$ cat config.mk
export PLATFORM = sky130hd
export DESIGN_NAME = pipelined_mac_stream
export DESIGN_NICKNAME = d
export VERILOG_FILES = /design/src/rtl/pipelined_mac_stream.sv
export SDC_FILE = /design/constraint.sdc
export NUM_CORES = 1
export LEC_CHECK = 0
export CAP_MARGIN = 20
export CELL_PAD_IN_SITES_DETAIL_PLACEMENT = 0
export CELL_PAD_IN_SITES_GLOBAL_PLACEMENT = 1
export CORE_MARGIN = 2
export CORE_UTILIZATION = 46
export DETAILED_ROUTE_END_ITERATION = 16
export PLACE_DENSITY_LB_ADDON = 0.1
export SLEW_MARGIN = 20
export SYNTH_ARGS = -nofsm -noshare
export SYNTH_HDL_FRONTEND = slang
export SYNTH_SLANG_ARGS = --single-unit
$ cat constraint.sdc
create_clock -name clock -period 6.93 [get_ports clock]
set_clock_uncertainty 0.2 [all_clocks]
set_input_delay 1.0395 -clock clock [delete_from_list [all_inputs] [get_ports clock]]
set_output_delay 1.0395 -clock clock [all_outputs]
set_load 0.01 [all_outputs]
$ cat src/rtl/pipelined_mac_stream.sv
// Three-stage streaming datapath: out = (a+b)*d -/+ c at exact 2W+2-bit width.
// Valid/ready on both sides; a single global stall freezes every stage.
module pipelined_mac_stream #(
  parameter int W     = 8,
  parameter int CNT_W = 16
) (
  input  logic               clock,
  input  logic               reset_n,
  input  logic               in_valid,
  output logic               in_ready,
  input  logic [W-1:0]       a,
  input  logic [W-1:0]       b,
  input  logic [W-1:0]       c,
  input  logic [W-1:0]       d,
  input  logic               mode,
  output logic               out_valid,
  input  logic               out_ready,
  output logic [2*W+1:0]     out,
  output logic [CNT_W-1:0]   done_count
);

  localparam int PW = 2*W + 1;
  localparam int RW = 2*W + 2;

  typedef struct packed {
    logic [W-1:0] a;
    logic [W-1:0] b;
    logic [W-1:0] c;
    logic [W-1:0] d;
    logic         m;
  } s1_t;

  typedef struct packed {
    logic [PW-1:0] p;
    logic [W-1:0]  c;
    logic          m;
  } s2_t;

  logic             v1_q, v1_d;
  logic             v2_q, v2_d;
  logic             v3_q, v3_d;
  s1_t              s1_q, s1_d;
  s2_t              s2_q, s2_d;
  logic [RW-1:0]    r_q, r_d;
  logic [CNT_W-1:0] cnt_q, cnt_d;

  logic          stall;
  logic          acc;
  logic          fire;
  logic [W:0]    sum;
  logic [PW-1:0] prod;
  logic [RW-1:0] pe;
  logic [RW-1:0] ce;

  assign stall = v3_q && !out_ready;
  assign acc   = in_valid && !stall;
  assign fire  = v3_q && out_ready;

  // (a+b) needs W+1 bits; times d fits exactly in 2W+1
  assign sum  = {1'b0, s1_q.a} + {1'b0, s1_q.b};
  assign prod = PW'(sum) * PW'(s1_q.d);
  assign pe   = RW'(s2_q.p);
  assign ce   = RW'(s2_q.c);

  always_comb begin
    v1_d  = v1_q;
    v2_d  = v2_q;
    v3_d  = v3_q;
    s1_d  = s1_q;
    s2_d  = s2_q;
    r_d   = r_q;
    cnt_d = cnt_q;
    if (!stall) begin
      v1_d = in_valid;
      v2_d = v1_q;
      v3_d = v2_q;
      if (acc) begin
        s1_d = {a, b, c, d, mode};
      end
      if (v1_q) begin
        s2_d = {prod, s1_q.c, s1_q.m};
      end
      // bubbles leave the output register untouched
      if (v2_q) begin
        r_d = s2_q.m ? (pe + ce) : (pe - ce);
      end
    end
    if (fire) begin
      cnt_d = cnt_q + CNT_W'(1);
    end
  end

  always_ff @(posedge clock or negedge reset_n) begin
    if (!reset_n) begin
      v1_q  <= 1'b0;
      v2_q  <= 1'b0;
      v3_q  <= 1'b0;
      s1_q  <= '0;
      s2_q  <= '0;
      r_q   <= '0;
      cnt_q <= '0;
    end else begin
      v1_q  <= v1_d;
      v2_q  <= v2_d;
      v3_q  <= v3_d;
      s1_q  <= s1_d;
      s2_q  <= s2_d;
      r_q   <= r_d;
      cnt_q <= cnt_d;
    end
  end

  assign in_ready   = !stall;
  assign out_valid  = v3_q;
  assign out        = r_q;
  assign done_count = cnt_q;

endmodule

==> results of run 1 <==
critical path, cell delays in order (launching register included):
cell and delay (ns):
dfrtp_1 0.38, ha_1 0.21, inv_1 0.07, fa_1 0.20, nor2b_1 0.05, o21ai_0 0.22
a21boi_0 0.15, o21a_1 0.22, or3_1 0.42, and3_1 0.24, fa_1 0.52, fa_1 0.44
fa_1 0.54, inv_1 0.05, fa_1 0.52, inv_1 0.04, ha_1 0.36, a2111oi_0 0.45
o21ai_0 0.20, a41oi_1 0.37, a211oi_1 0.14, xnor2_1 0.17, o21ai_0 0.08
cells by family after synthesis:
group / count (synthesis) / synth area share
buffers and inverters: 98 / 0.0510
adder cells (fa/ha/maj): 109 / 0.233
AO/OA/AOI/OAI: 123 / 0.106
AND/OR/NAND/NOR: 211 / 0.142
multiplexers: 55 / 0.0847
XOR/XNOR: 45 / 0.0541
flip-flops: 96 / 0.330
cells in the mapped netlist (2+ instances only):
cell	count
dfrtp_1	96
inv_1	74
nand2_1	72
ha_1	65
mux2_2	53
fa_1	44
o21ai_0	42
and2_1	36
nor2_1	32
a21oi_1	28
xnor2_1	26
clkbuf_1	21
xor2_1	19
nand3_1	16
nor3_1	13
and3_1	12
nand2b_1	10
nor2b_1	10
o21a_1	9
a211oi_1	8
o31ai_1	7
a21o_1	6
a211o_1	3
a31oi_1	3
buf_2	3
o211ai_1	3
mux2i_1	2
nand4_1	2
nor4_1	2
o2111ai_1	2
final cells by class:
| cell class | instances | area, um^2 | share of cell area |
|---|---|---|---|
| clock buffers | 10 | 239 | 0.0281 |
| clock inverters | 6 | 57.6 | 0.00677 |
| inverters | 74 | 278 | 0.0327 |
| multi-input cells | 543 | 4510 | 0.530 |
| flip-flops and latches | 96 | 2400 | 0.282 |
| well taps | 211 | 264 | 0.0310 |
| repair buffers | 77 | 756 | 0.0889 |
sequential cells by signal, indices dropped and copies added, names as in the netlist:
register and count:
ce 8, done_count 16, out 18, out_valid 1, pe 17, s1_q 33
s2_q 1, v1_q 1, v2_q 1
routing by layer:
layer,global-route usage,vias up,routed length [um]
met4,0.0398,0,114
met5,0,-,0
li1,-,2617,-
met2,0.327,77,7370
met1,0.248,2493,6760
met3,0.0328,9,473
final timing paths:
path / end / slack, ns / depth (start not counted)
min in group asynchronous: pe[11] / 0.37 / 1
worst min-delay path: out[16] / 0.28 / 2
max in group asynchronous: s1_q[4] / 4.95 / 2
worst min register to register: out[16] / 0.28 / 2
worst max register to register: pe[16] / 0.54 / 22
worst max-delay path: pe[16] / 0.54 / 22
per-stage QoR:
stage                     worst slack (ns)  instance area (um^2)  cells
after floorplan                      0.997                  7280    737
after global placement               0.706                  8210   1001
after detailed placement             0.563                  8210   1001
after CTS                            0.538                  8500   1017
after global routing                 0.158                  8500   1017
final                                0.542                  8500   1017
==> flow_summary.yaml, run 1 <==
placed_design:
  dpl.hpwl_um: 11800
  port_buffers: 72
  routabilityCongestion: 0.818
global_routing:
  grt_usage: 0.188
  grt_pass1_wl_um: 25300
  grt_max_degree: 76
  grt_pass1_vias: 5303
  grt-ovfl-total: 0
  antenna_found_initial: 0
layout:
  fillCellCount: 1396
  area_growth_syn_to_layout_pct: 16.8
  nets: 947
  drive_above_1_share: 0.0968
  layout_commonest_cell: "dfrtp_1"
  antennaDiodeCount: 0
  final_core_util: 0.555
  final_cell_mix: "dfrtp_1 (96), inv_1 (74), nand2_1 (72)"
sta:
  slew_viol_final: 0
  fmax_mhz: 157
  rsz0062_at_grt: "false"
  tightest_slew_ns: 0.915
  slew_headroom: 0.390
  hold_viol: 0
  post-route-period-util: 0.922
  finalSetupViolCount: 0
  fin_setup_tns_ns: 0
  min_period_ns: 6.39
  holdWs_ns: 0.277
cts:
  cts_resized: 0
  clockBufferDepth: 2
  root_buffer: "clkbuf_16"
  hold_buffers: 0
  cts_tree: "done"
  cts.clk_slew.worst_paths_ns: 0.07
  cts_made_buffers: 9
  cts.sinks: 96
  clk_latency_ns: 0.36
  htree_levels: 3
  cts_setup_buffers: 0
routing:
  vias: 5196
  wirelength_um: 14700
  drtIter0Drc: 214
  drc_errors: 0
  viasPerCell: 5.11
  routedWlPerCell_um: 14.5
  dr.pass1.iters: 4
  ant_nets: 0
critical_path:
  path_class: "register to register"
  crit_arrival_ns: 6.41
  reg2reg_from: "s1_q[17]"
  start_kind: "register"
  cp.required_ns: 6.96
  startpoint: "s1_q[17]"
  crit_path_end_kind: "register"
  worstPathMaxFanout: 8
logic_synthesis:
  syn_area_um2: 7280
  yosys_warnings: 0
  ys.flop_type: "dfrtp_1"
  ys_ff_latch: 96
  synth-edff-count: 0
  synthArstFlopShare: 1.00
  yosysTopAreaCell: "dfrtp_1"
  synth-seq-area-share: 0.330
  ys_top_cells_by_area: "dfrtp_1 (33%), fa_1 (12%), ha_1 (11%), mux2_2 (8.2%), inv_1 (3.8%)"
  synth_top_cell_area_share: 0.330
  synth_cell_types: 48
  synthCells: 737
  avgSynthCellArea_um2: 9.88
  syn-num-nets: 883
min_path:
  hold_path_startpoint: "out[16]"
  hold_path_class: "register to register"
die:
  num_io_pins: 73
  die_w_um: 130
  dieHeight_um: 130
  num_rows: 45
  start_util: 0.475
  dieArea_um2: 16900
  fp.coreArea_um2: 15300
job:
  cap_viol_max_count: 0
outcome:
  status: "complete, no violations"
Power of run 1 is left out: the tool's default activity adds up to more than one toggle a clock period on the data nets, which glitch-free logic cannot reach.
==> inputs of run 2 (changes only) <==
--- a/config.mk
+++ b/config.mk
@@ -11,7 +11,8 @@
 export CORE_MARGIN = 2
 export CORE_UTILIZATION = 46
 export DETAILED_ROUTE_END_ITERATION = 16
-export PLACE_DENSITY_LB_ADDON = 0.1
+export GPL_ROUTABILITY_DRIVEN = 0
+export PLACE_DENSITY = 0.92
 export SLEW_MARGIN = 20
 export SYNTH_ARGS = -nofsm -noshare
 export SYNTH_HDL_FRONTEND = slang
==> run 2 against run 1 <==
- first-iteration DRC count increased by 6.5%
- cell area about the same
- utilization about the same
- clock-buffer cell count decreased by 1
- worst setup slack improved by 0.067 ns
- fmax increased by 1.1%
- highest routed layer unchanged
- largest cell class unchanged
==> flow_summary.yaml, run 2 (synthesis gave the netlist of run 1 again) <==
die:
  dieHeight_um: 130
  fp.coreArea_um2: 15300
  die_w_um: 130
  num_io_pins: 73
  dieArea_um2: 16900
  num_rows: 45
  start_util: 0.475
cts:
  clk_latency_ns: 0.35
  cts_resized: 0
  cts.sinks: 96
  cts_setup_buffers: 0
  root_buffer: "clkbuf_16"
  cts_made_buffers: 9
  cts.clk_slew.worst_paths_ns: 0.07
  cts_tree: "done"
  hold_buffers: 0
  clockBufferDepth: 2
  htree_levels: 3
min_path:
  hold_path_class: "register to register"
  worstHoldPathCells: 2
  hold_path_startpoint: "out[13]"
  min_to: "out[13]"
sta:
  post-route-period-util: 0.912
  finalSetupViolCount: 0
  fin_ws_ns: 0.609
  min_period_ns: 6.32
  tightest_slew_ns: 0.672
  fmax_mhz: 158
  slew_headroom: 0.549
  hold_viol: 0
  slew_viol_final: 0
  rsz0062_at_grt: "false"
  fin_setup_tns_ns: 0
placed_design:
  dpl.hpwl_um: 10700
  place_ws_ns: 0.635
  port_buffers: 72
critical_path:
  startpoint: "s1_q[17]"
  path_class: "register to register"
  rr_endpoint: "pe[16]"
  reg2reg_from: "s1_q[17]"
  rrSetupSlack_ns: 0.61
  start_kind: "register"
  reg2reg_depth: 22
  crit_path_end_kind: "register"
  cp.required_ns: 6.95
  crit_arrival_ns: 6.34
  worstPathMaxFanout: 8
layout:
  layout_commonest_cell: "dfrtp_1"
  fillCellCount: 1413
  antennaDiodeCount: 0
  largest_reg_flops: 33
  seq_area_um2: 2400
  nets: 947
  regMostFlops: "s1_q"
  multi_input_area_um2: 4510
  drive_above_1_share: 0.0968
  final_cell_mix: "dfrtp_1 (96), inv_1 (74), nand2_1 (72)"
  area_growth_syn_to_layout_pct: 16.8
global_routing:
  grt_usage: 0.172
  grt-ovfl-total: 0
  antenna_found_initial: 0
  grt_pass1_vias: 5014
  grt_pass1_wl_um: 23300
  grt_max_degree: 56
routing:
  viasPerCell: 5.03
  ant_nets: 0
  vias: 5116
  wirelength_um: 13500
  dr.pass1.iters: 6
  routedWlPerCell_um: 13.3
  drtIter0Drc: 228
  drc_errors: 0
outcome:
  status: "complete, no violations"
job:
  cap_viol_max_count: 0
[run 2: routing by layer]
| metal | share of wire | vias to the layer above | global-route usage |
|---|---|---|---|
| met5 | 0 | - | 0 |
| met4 | 0.0089 | 0 | 0.0443 |
| met3 | 0.026 | 9 | 0.0361 |
| met2 | 0.47 | 78 | 0.285 |
| met1 | 0.49 | 2408 | 0.231 |
| li1 | - | 2621 | - |
[run 2: final cells by class]
type,instances,share of cell area
clock buffers,9,0.0265
clock inverters,7,0.00868
inverters,74,0.0327
repair buffers,77,0.0888
flip-flops and latches,96,0.282
well taps,211,0.0310
multi-input cells,543,0.530
[run 2: worst max-delay path by stage]
stage	to	slack (ns)
global route	pe[14]	0.18
floorplan	pe[16]	1.0
detailed placement	pe[16]	0.63
CTS	pe[16]	0.58
finish	pe[16]	0.61
global placement	pe[16]	0.73
[run 2: stage by stage]
step                 util  instance area, um^2  hold slack, ns  instances
floorplan               -                 7280           0.252        737
global placement    0.536                 8210           0.260       1001
detailed placement  0.536                 8210           0.267       1001
CTS                 0.555                 8510           0.282       1017
global route        0.555                 8510           0.306       1017
finish              0.555                 8510           0.275       1017
[run 2: critical path: stages (launching register included)]
cell and delay (ns):
dfrtp_1 0.38, ha_1 0.21, inv_1 0.07, fa_1 0.20
nor2b_1 0.05, o21ai_0 0.20, a21boi_0 0.15, o21a_1 0.22
or3_1 0.41, and3_1 0.24, fa_1 0.54, fa_1 0.44
fa_1 0.56, inv_1 0.06, fa_1 0.52, inv_1 0.04
ha_1 0.35, a2111oi_0 0.39, o21ai_0 0.18, a41oi_1 0.38
a211oi_1 0.15, xnor2_1 0.16, o21ai_0 0.08
Power of run 2 is left out for the same reason.
